<file path="src/rtl/msk_skinny_pkg.sv">
// Shared definitions for the masked SKINNY-128-128 controllers: FSM states,
// round geometry and the per-cycle share-mux / S-box stage schedule.
package msk_skinny_pkg;

  localparam int unsigned NR  = 40;
  localparam int unsigned CPR = 6;

  typedef enum logic [2:0] {
    ST_IDLE,
    ST_LOAD,
    ST_KEYFWD,
    ST_DECRYPT,
    ST_DONE
  } state_e;

  // mux_sel bit order {1a1,2a1,1b1,2b1,1x1,2x1,1a2,2a2,1b2,2b2,1x2,2x2}
  localparam logic [11:0] MUX_C0 = 12'h200;
  localparam logic [11:0] MUX_C1 = 12'h908;
  localparam logic [11:0] MUX_C2 = 12'h7A4;
  localparam logic [11:0] MUX_C3 = 12'hC5E;
  localparam logic [11:0] MUX_C4 = 12'h0F1;
  localparam logic [11:0] MUX_C5 = 12'h003;

  // S-box pipeline stages 2..5 map to bits 0..3
  localparam logic [3:0] STG_C1 = 4'b0001;
  localparam logic [3:0] STG_C2 = 4'b0010;
  localparam logic [3:0] STG_C3 = 4'b0100;
  localparam logic [3:0] STG_C4 = 4'b1000;

endpackage

</file>
<file path="src/rtl/msk_round_ctr.sv">
// Round and intra-round cycle counters for the masked SKINNY controllers.
// Load has priority over decrement and step; the cycle counter wraps at CPR-1.
module msk_round_ctr
  import msk_skinny_pkg::*;
(
  input  logic       clk,
  input  logic       reset,
  input  logic       load,
  input  logic [5:0] load_val,
  input  logic       dec,
  input  logic       step,
  output logic [5:0] round_cnt,
  output logic [2:0] cycle_cnt,
  output logic       last_cycle,
  output logic       last_round
);

  assign last_cycle = (cycle_cnt == 3'(CPR - 1));
  assign last_round = (round_cnt == '0);

  always_ff @(posedge clk or negedge reset) begin
    if (!reset) begin
      round_cnt <= '0;
      cycle_cnt <= '0;
    end else if (load) begin
      round_cnt <= load_val;
      cycle_cnt <= '0;
    end else begin
      if (dec)
        round_cnt <= round_cnt - 6'd1;
      if (step)
        cycle_cnt <= last_cycle ? '0 : cycle_cnt + 3'd1;
    end
  end

endmodule

</file>
<file path="src/rtl/msk_fsmbt_dec.sv">
// Control FSM for masked SKINNY-128-128 decryption with Borrowed-Time hardening:
// key fast-forward, 40 inverse rounds of 6 cycles, then a one-cycle done pulse.
module msk_fsmbt_dec
  import msk_skinny_pkg::*;
(
  input  logic        clk,
  input  logic        reset,
  input  logic        start,
  output logic        busy,
  output logic        done,
  output logic        sel_load,
  output logic        clear,
  output logic        key_fwd,
  output logic        key_inv,
  output logic        sel_lin_inv,
  output logic [5:0]  rc_idx,
  output logic [11:0] mux_sel,
  output logic [3:0]  stage_en,
  output logic        en_glitch
);

  state_e     state, next_state;
  logic       ctr_load, ctr_dec, ctr_step;
  logic [5:0] ctr_load_val;
  logic [5:0] round_cnt;
  logic [2:0] cycle_cnt;
  logic       last_cycle, last_round;

  msk_round_ctr u_ctr (
    .clk        (clk),
    .reset      (reset),
    .load       (ctr_load),
    .load_val   (ctr_load_val),
    .dec        (ctr_dec),
    .step       (ctr_step),
    .round_cnt  (round_cnt),
    .cycle_cnt  (cycle_cnt),
    .last_cycle (last_cycle),
    .last_round (last_round)
  );

  always_ff @(posedge clk or negedge reset) begin
    if (!reset)
      state <= ST_IDLE;
    else
      state <= next_state;
  end

  assign busy = (state != ST_IDLE);

  always_comb begin
    next_state   = state;
    done         = 1'b0;
    sel_load     = 1'b0;
    clear        = 1'b0;
    key_fwd      = 1'b0;
    key_inv      = 1'b0;
    sel_lin_inv  = 1'b0;
    rc_idx       = '0;
    mux_sel      = '0;
    stage_en     = '0;
    en_glitch    = 1'b0;
    ctr_load     = 1'b0;
    ctr_load_val = '0;
    ctr_dec      = 1'b0;
    ctr_step     = 1'b0;

    case (state)
      ST_IDLE: begin
        if (start)
          next_state = ST_LOAD;
      end
      ST_LOAD: begin
        sel_load     = 1'b1;
        clear        = 1'b1;
        ctr_load     = 1'b1;
        ctr_load_val = 6'(NR - 2);
        next_state   = ST_KEYFWD;
      end
      ST_KEYFWD: begin
        key_fwd = 1'b1;
        if (last_round) begin
          ctr_load     = 1'b1;
          ctr_load_val = 6'(NR - 1);
          next_state   = ST_DECRYPT;
        end else begin
          ctr_dec = 1'b1;
        end
      end
      ST_DECRYPT: begin
        ctr_step = 1'b1;
        rc_idx   = round_cnt;
        case (cycle_cnt)
          3'd0: begin
            sel_lin_inv = 1'b1;
            mux_sel     = MUX_C0;
          end
          3'd1: begin
            mux_sel  = MUX_C1;
            stage_en = STG_C1;
          end
          3'd2: begin
            mux_sel  = MUX_C2;
            stage_en = STG_C2;
          end
          3'd3: begin
            mux_sel  = MUX_C3;
            stage_en = STG_C3;
          end
          3'd4: begin
            mux_sel   = MUX_C4;
            stage_en  = STG_C4;
            en_glitch = 1'b1;
          end
          3'd5: begin
            mux_sel = MUX_C5;
            key_inv = !last_round;
            // Final round reloads zero so the counters rest cleanly after DONE.
            if (last_round) begin
              ctr_load   = 1'b1;
              next_state = ST_DONE;
            end else begin
              ctr_dec = 1'b1;
            end
          end
          default: rc_idx = '0;
        endcase
      end
      ST_DONE: begin
        done       = 1'b1;
        next_state = ST_IDLE;
      end
      default: next_state = ST_IDLE;
    endcase
  end

endmodule

</file>
<file path="config.mk">
export PLATFORM = sky130hd
export DESIGN_NAME = msk_fsmbt_dec
export DESIGN_NICKNAME = d
export VERILOG_FILES = /design/src/rtl/msk_skinny_pkg.sv /design/src/rtl/msk_round_ctr.sv /design/src/rtl/msk_fsmbt_dec.sv
export SDC_FILE = /design/constraint.sdc
export NUM_CORES = 1
export LEC_CHECK = 0
export BUFFER_PORTS_ARGS = -buffer_cell sky130_fd_sc_hd__buf_2
export CAP_MARGIN = 20
export CORE_MARGIN = 1.5
export CORE_UTILIZATION = 53
export DETAILED_ROUTE_END_ITERATION = 6
export PLACE_DENSITY = 0.88
export SETUP_SLACK_MARGIN = 0.05
export SYNTH_ARGS = -nofsm -noshare
export SYNTH_HDL_FRONTEND = slang
export SYNTH_HIERARCHICAL = 1
export SYNTH_SLANG_ARGS = --single-unit
</file>
<file path="constraint.sdc">
create_clock -name clk -period 6.6 [get_ports clk]
set_clock_uncertainty 0.2 [all_clocks]
set_input_delay 0.33 -clock clk [delete_from_list [all_inputs] [get_ports clk]]
set_output_delay 0.33 -clock clk [all_outputs]
set_load 0.01 [all_outputs]
</file>
# ---- After elaboration in Yosys (flattened, before gate mapping)
# Index checks and enable logic that the tools add are counted.
dict set report word_totals {
  reg_bits 12
  input_bits 3
  out_inout_bits 30
}
dict set report op_classes {
  add_sub_neg 2
  eq_ne 13
  mux 34
  n_reduce_logical 9
}
# cell count
set ops {}
lappend ops {{$pmux 12 s6} 1}
lappend ops {{$mux 6} 5}
lappend ops {{$mux 3} 7}
lappend ops {{$pmux 4 s4} 1}
lappend ops {{$mux 1} 14}
lappend ops {{$eq 3x2->1 const B} 4}
lappend ops {{$mux 12} 1}
lappend ops {{$pmux 3 s4} 1}
lappend ops {{$pmux 6 s2} 1}
lappend ops {{$eq 3x3->1 const B} 3}
lappend ops {{$eq 3x1->1 const B} 2}
lappend ops {{$logic_not 3->1} 2}
lappend ops {{$logic_not 6->1} 1}
lappend ops {{$ne 2x2->1 const B} 3}
lappend ops {{$reduce_or 6->1} 1}
lappend ops {{$sub 6x1->6 const B} 1}
lappend ops {{$mux 4} 1}
lappend ops {{$reduce_and 4->1} 1}
lappend ops {{$reduce_bool 2->1} 2}
lappend ops {{$add 3x1->3 const B} 1}
lappend ops {{$pmux 1 s3} 1}
lappend ops {{$reduce_bool 3->1} 1}
lappend ops {{$ne 2x1->1 const B} 1}
lappend ops {{$pmux 1 s2} 1}
lappend ops {{$logic_not 1->1} 1}

# ---- Depth between registers and ports, before layout
dict set report depth {
  ltp_word 6
  ltp_mapped 7
  depth_no_buf 7
}

# ---- Cells and area by module
# Netlist, hierarchy kept.
# mod instances cells_per_inst area_per_inst_um2
set modules_own_cells {}
lappend modules_own_cells {msk_fsmbt_dec 1 68 499.2}
lappend modules_own_cells {msk_round_ctr 1 51 481.7}

# ---- Least setup slack after synthesis
# Ideal clock, no wire load.
dict set report synth_path {
  kind {register to register}
  start {register u_ctr.round_cnt[0]}
  end {register u_ctr.round_cnt[5]}
  setup_ps 69
  t_arrival_ps 2102
  required_time_ps 6331
  slack_ps 4229
  path_stages_with_launch 8
  path_cell_list {dfrtp_1 inv_1 ha_1 nor3b_1 a211oi_1 or3b_1 or4_1 nand3_1}
}
dict set report synth_between {
  elab_chain_cells 5
  word_cells_on_any_way 13
  classes_between {1 x add/sub; 10 x mux; 2 x reduce/logical}
}
# element line
set synth_lines {}
lappend synth_lines {{from (decl)} msk_round_ctr.sv:12} ;# output logic [5:0] round_cnt,
lappend synth_lines {{from (signal assigned)} msk_round_ctr.sv:26} ;# round_cnt <= load_val;
lappend synth_lines {{from (signal assigned)} msk_round_ctr.sv:30} ;# round_cnt <= round_cnt - 6'd1;
lappend synth_lines {{$logic_not 6->1 *} msk_round_ctr.sv:19} ;# assign last_round = (round_cnt == '0);
lappend synth_lines {{via last_round} msk_fsmbt_dec.sv:27} ;# logic last_cycle, last_round;
lappend synth_lines {{$mux 1 *} {msk_fsmbt_dec.sv:82, msk_fsmbt_dec.sv:119}}
lappend synth_lines {{$mux 1} msk_fsmbt_dec.sv:93} ;# case (cycle_cnt)
lappend synth_lines {{$pmux 1 s2 *} msk_fsmbt_dec.sv:68} ;# case (state)
lappend synth_lines {{via ctr_dec} msk_fsmbt_dec.sv:23} ;# logic ctr_load, ctr_dec, ctr_step;
lappend synth_lines {{$reduce_bool 2->1 (no source line) *} n/a}
# The timed path passes the listed nets; every way through them passes the cells marked *. The select of a mux whose other input is x is not followed.
# A chain may end at the register's enable or synchronous reset.

# ---- Final worst setup path
dict set report layout_path {
  start {register u_ctr.cycle_cnt[1]}
  end {register u_ctr.round_cnt[5]}
}
dict set report layout_between {
  elab_chain_cells 4
  word_cells_on_any_way 7
  classes_between {1 x eq/ne; 5 x mux; 1 x reduce/logical}
}
# element line
set layout_lines {}
lappend layout_lines {{from (decl)} msk_round_ctr.sv:13} ;# output logic [2:0] cycle_cnt,
lappend layout_lines {{from (signal assigned)} msk_round_ctr.sv:32} ;# cycle_cnt <= last_cycle ? '0 : cycle_cnt + 3'd1;
lappend layout_lines {{$eq 3x3->1} msk_fsmbt_dec.sv:93}
lappend layout_lines {{$mux 1} msk_fsmbt_dec.sv:93}
lappend layout_lines {{$pmux 1 s2} msk_fsmbt_dec.sv:68}
lappend layout_lines {{via ctr_dec} msk_fsmbt_dec.sv:23}
lappend layout_lines {{$reduce_bool 2->1 (no source line)} n/a}
# The timed path passes the listed nets, and every way through them passes these cells.

==> impl_metrics.tcl <==
set metrics [dict create \
    cts.path.max_buffers 2 \
    yosys_warnings 6 \
    drtPass1Iterations 4 \
    initial_utilization_pct 56.3 \
    grt_usage_pct 21.6 \
    tritoncts "done" \
    setup.worst_path.class "reg2reg" \
    drv_cap 0 \
    worst_setup_path_end_kind "register" \
    peakVddDrop_uv 267 \
    dieWidth_um 45.8 \
    dr.first_iter.drc_count 10 \
    grt_pass1_wl_um 3280 \
    sort_of_element_at_the_start_of_the_critical_path "register" \
    post_drt_wl_per_cell_um 11.9 \
    worstReg2RegEnd "u_ctr/round_cnt[5]" \
    worst_hold_path_type "in2reg" \
    p_leak_uw 0.000552 \
    postSynthCellCount 118 \
    min-delay-start "start" \
    detail_route.wirelength_um 2010 \
    rsz_0062_raised_after_global_routing "false" \
    via_per_inst 5.30 \
    antenna_cells 0 \
    regToRegSetupSlack_ps 3870 \
    worst_r2r_startpoint "u_ctr/cycle_cnt[1]" \
    total_negative_setup_slacks_ps 0 \
    dp_hpwl_um 1510 \
    min_to "state[0]" \
    worst_hold_path.num_cells 3 \
    top_fanout_value_on_the_critical_path 14 \
    grt_max_degree 17 \
    ioPinCount 33 \
    finalWorstPathRequiredPeriod_ps 2730 \
    final_net_count 149 \
    worst_ep_arrival_time_ps 2740 \
    syn_to_final_growth_pct 15.6 \
    finalMaxSlewViolations 0 \
    finalWeightedCongestion 0.770 \
    final_layout_size_suffix_gt1_share_pct 28.7 \
    die-area_um2 2100 \
    first_global_vias 745 \
    cp_data_required_time_ps 6610 \
    max_clock_freq_mhz 367 \
    clkSlewWorstSetupHoldPaths_ps 80 \
    mappedNetlistArea_um2 972 \
    clkLatencyLatePin_ps 270 \
    fp.coreArea_um2 1730 \
    vias 891 \
    portBuffers 32 \
    numCtsBuffers 3 \
    cts_root_buffer "sky130_fd_sc_hd__clkbuf_4" \
    run_status "complete, no violations" \
    timing.slew.headroom_pct 51.9 \
    grt_overflow 0 \
    layout_worst_path_cycle_share_pct 41.3 \
    fin_hold_ws_ps 175 \
    worstRegToRegCells 5 \
    finalHoldViolCount 0 \
    post_synthesis_area_per_instance_um2 8.24 \
    max_slew.worst_pin.slew_ps 717 \
    floorplan.rows 15 \
    drc 0 \
    antenna_violations_before_repair 0 \
    cts_htree_levels 1 \
    setup_violations 0 \
    power.density_cell_area_nw_per_um2 498 \
    fp.dieH_um 45.8 \
    drtAntennaViolNets 0 \
    clkSinkCount 12 \
]
## metal layers
metal | vias to the layer above | global-route usage [%] | part of all wire [%]
li1 | 443 | - | -
met1 | 416 | 27.4 | 45
met2 | 30 | 34.9 | 48
met3 | 2 | 5.16 | 5.7
met4 | 0 | 9.14 | 1.0
met5 | - | 0 | 0
## state kept, by name, indices dropped and copies added (netlist names)
name	flops
u_ctr/round_cnt	6
state	3
u_ctr/cycle_cnt	3
## layout by cell type, fill, tap and decap left out, types with 2 or more instances in the layout
cell type,instances
sky130_fd_sc_hd__a21oi_1,3
sky130_fd_sc_hd__and2_1,9
sky130_fd_sc_hd__and3_1,2
sky130_fd_sc_hd__buf_2,32
sky130_fd_sc_hd__clkbuf_4,3
sky130_fd_sc_hd__conb_1,2
sky130_fd_sc_hd__dfrtp_1,12
sky130_fd_sc_hd__ha_1,2
sky130_fd_sc_hd__inv_1,5
sky130_fd_sc_hd__nand2_1,11
sky130_fd_sc_hd__nand2b_1,3
sky130_fd_sc_hd__nand3_1,2
sky130_fd_sc_hd__nand3b_1,2
sky130_fd_sc_hd__nor2_1,9
sky130_fd_sc_hd__nor3_1,8
sky130_fd_sc_hd__nor3b_1,2
sky130_fd_sc_hd__nor4_1,2
sky130_fd_sc_hd__o21ai_0,7
sky130_fd_sc_hd__or3_1,2
sky130_fd_sc_hd__xnor2_1,6
## power by group
| group | leakage (uW) | internal (uW) | switching (uW) |
|---|---|---|---|
| Combinational | 0.000390 | 159 | 174 |
| Clock | 0.0000210 | 33.6 | 25.2 |
| Sequential | 0.000141 | 105 | 63.1 |
## worst max-delay path: stages, from the launching register on
cell and delay [ps]:
sky130_fd_sc_hd__dfrtp_1 540, sky130_fd_sc_hd__nand3b_1 320, sky130_fd_sc_hd__a211oi_1 680, sky130_fd_sc_hd__or3b_1 430, sky130_fd_sc_hd__or4_1 400, sky130_fd_sc_hd__nand3_1 90
## timing repair
action,CTS,global route
endpoints found under the hold margin,12,0
hold buffers,1,0
setup buffers,0,0
resized for setup,0,0
## worst max path at each step
stage | end | depth (start not counted) | start | slack (ps)
2_1_floorplan | u_ctr/round_cnt[5] | 7 | u_ctr/round_cnt[0] | 4230
3_3_place_gp | u_ctr/round_cnt[5] | 5 | u_ctr/cycle_cnt[1] | 4010
3_5_place_dp | u_ctr/round_cnt[5] | 5 | u_ctr/cycle_cnt[1] | 3930
4_1_cts | u_ctr/round_cnt[5] | 5 | u_ctr/cycle_cnt[1] | 3910
5_1_grt | u_ctr/round_cnt[5] | 5 | u_ctr/cycle_cnt[1] | 3710
6_report | u_ctr/round_cnt[5] | 5 | u_ctr/cycle_cnt[1] | 3870
## final cells by class
| type | instances | area (um^2) |
|---|---|---|
| Multi-Input combinational cell | 89 | 567 |
| Timing Repair Buffer | 33 | 170 |
| Fill cell | 165 | 603 |
| Sequential cell | 12 | 300 |
| Tap cell | 25 | 31.3 |
| Inverter | 5 | 18.8 |
| Clock buffer | 4 | 36.3 |
## per-stage QoR
stage	utilization, %	instance area, um^2	power [uW]	instances	setup WS [ps]
after floorplan	-	976	423	119	4230
after global placement	62.4	1080	486	163	4010
after detailed placement	62.4	1080	501	163	3930
after CTS	65.1	1120	563	168	3910
after global routing	65.1	1120	613	168	3710
final	65.1	1120	560	168	3870
Note: power is estimated with default switching activity, not from simulation.
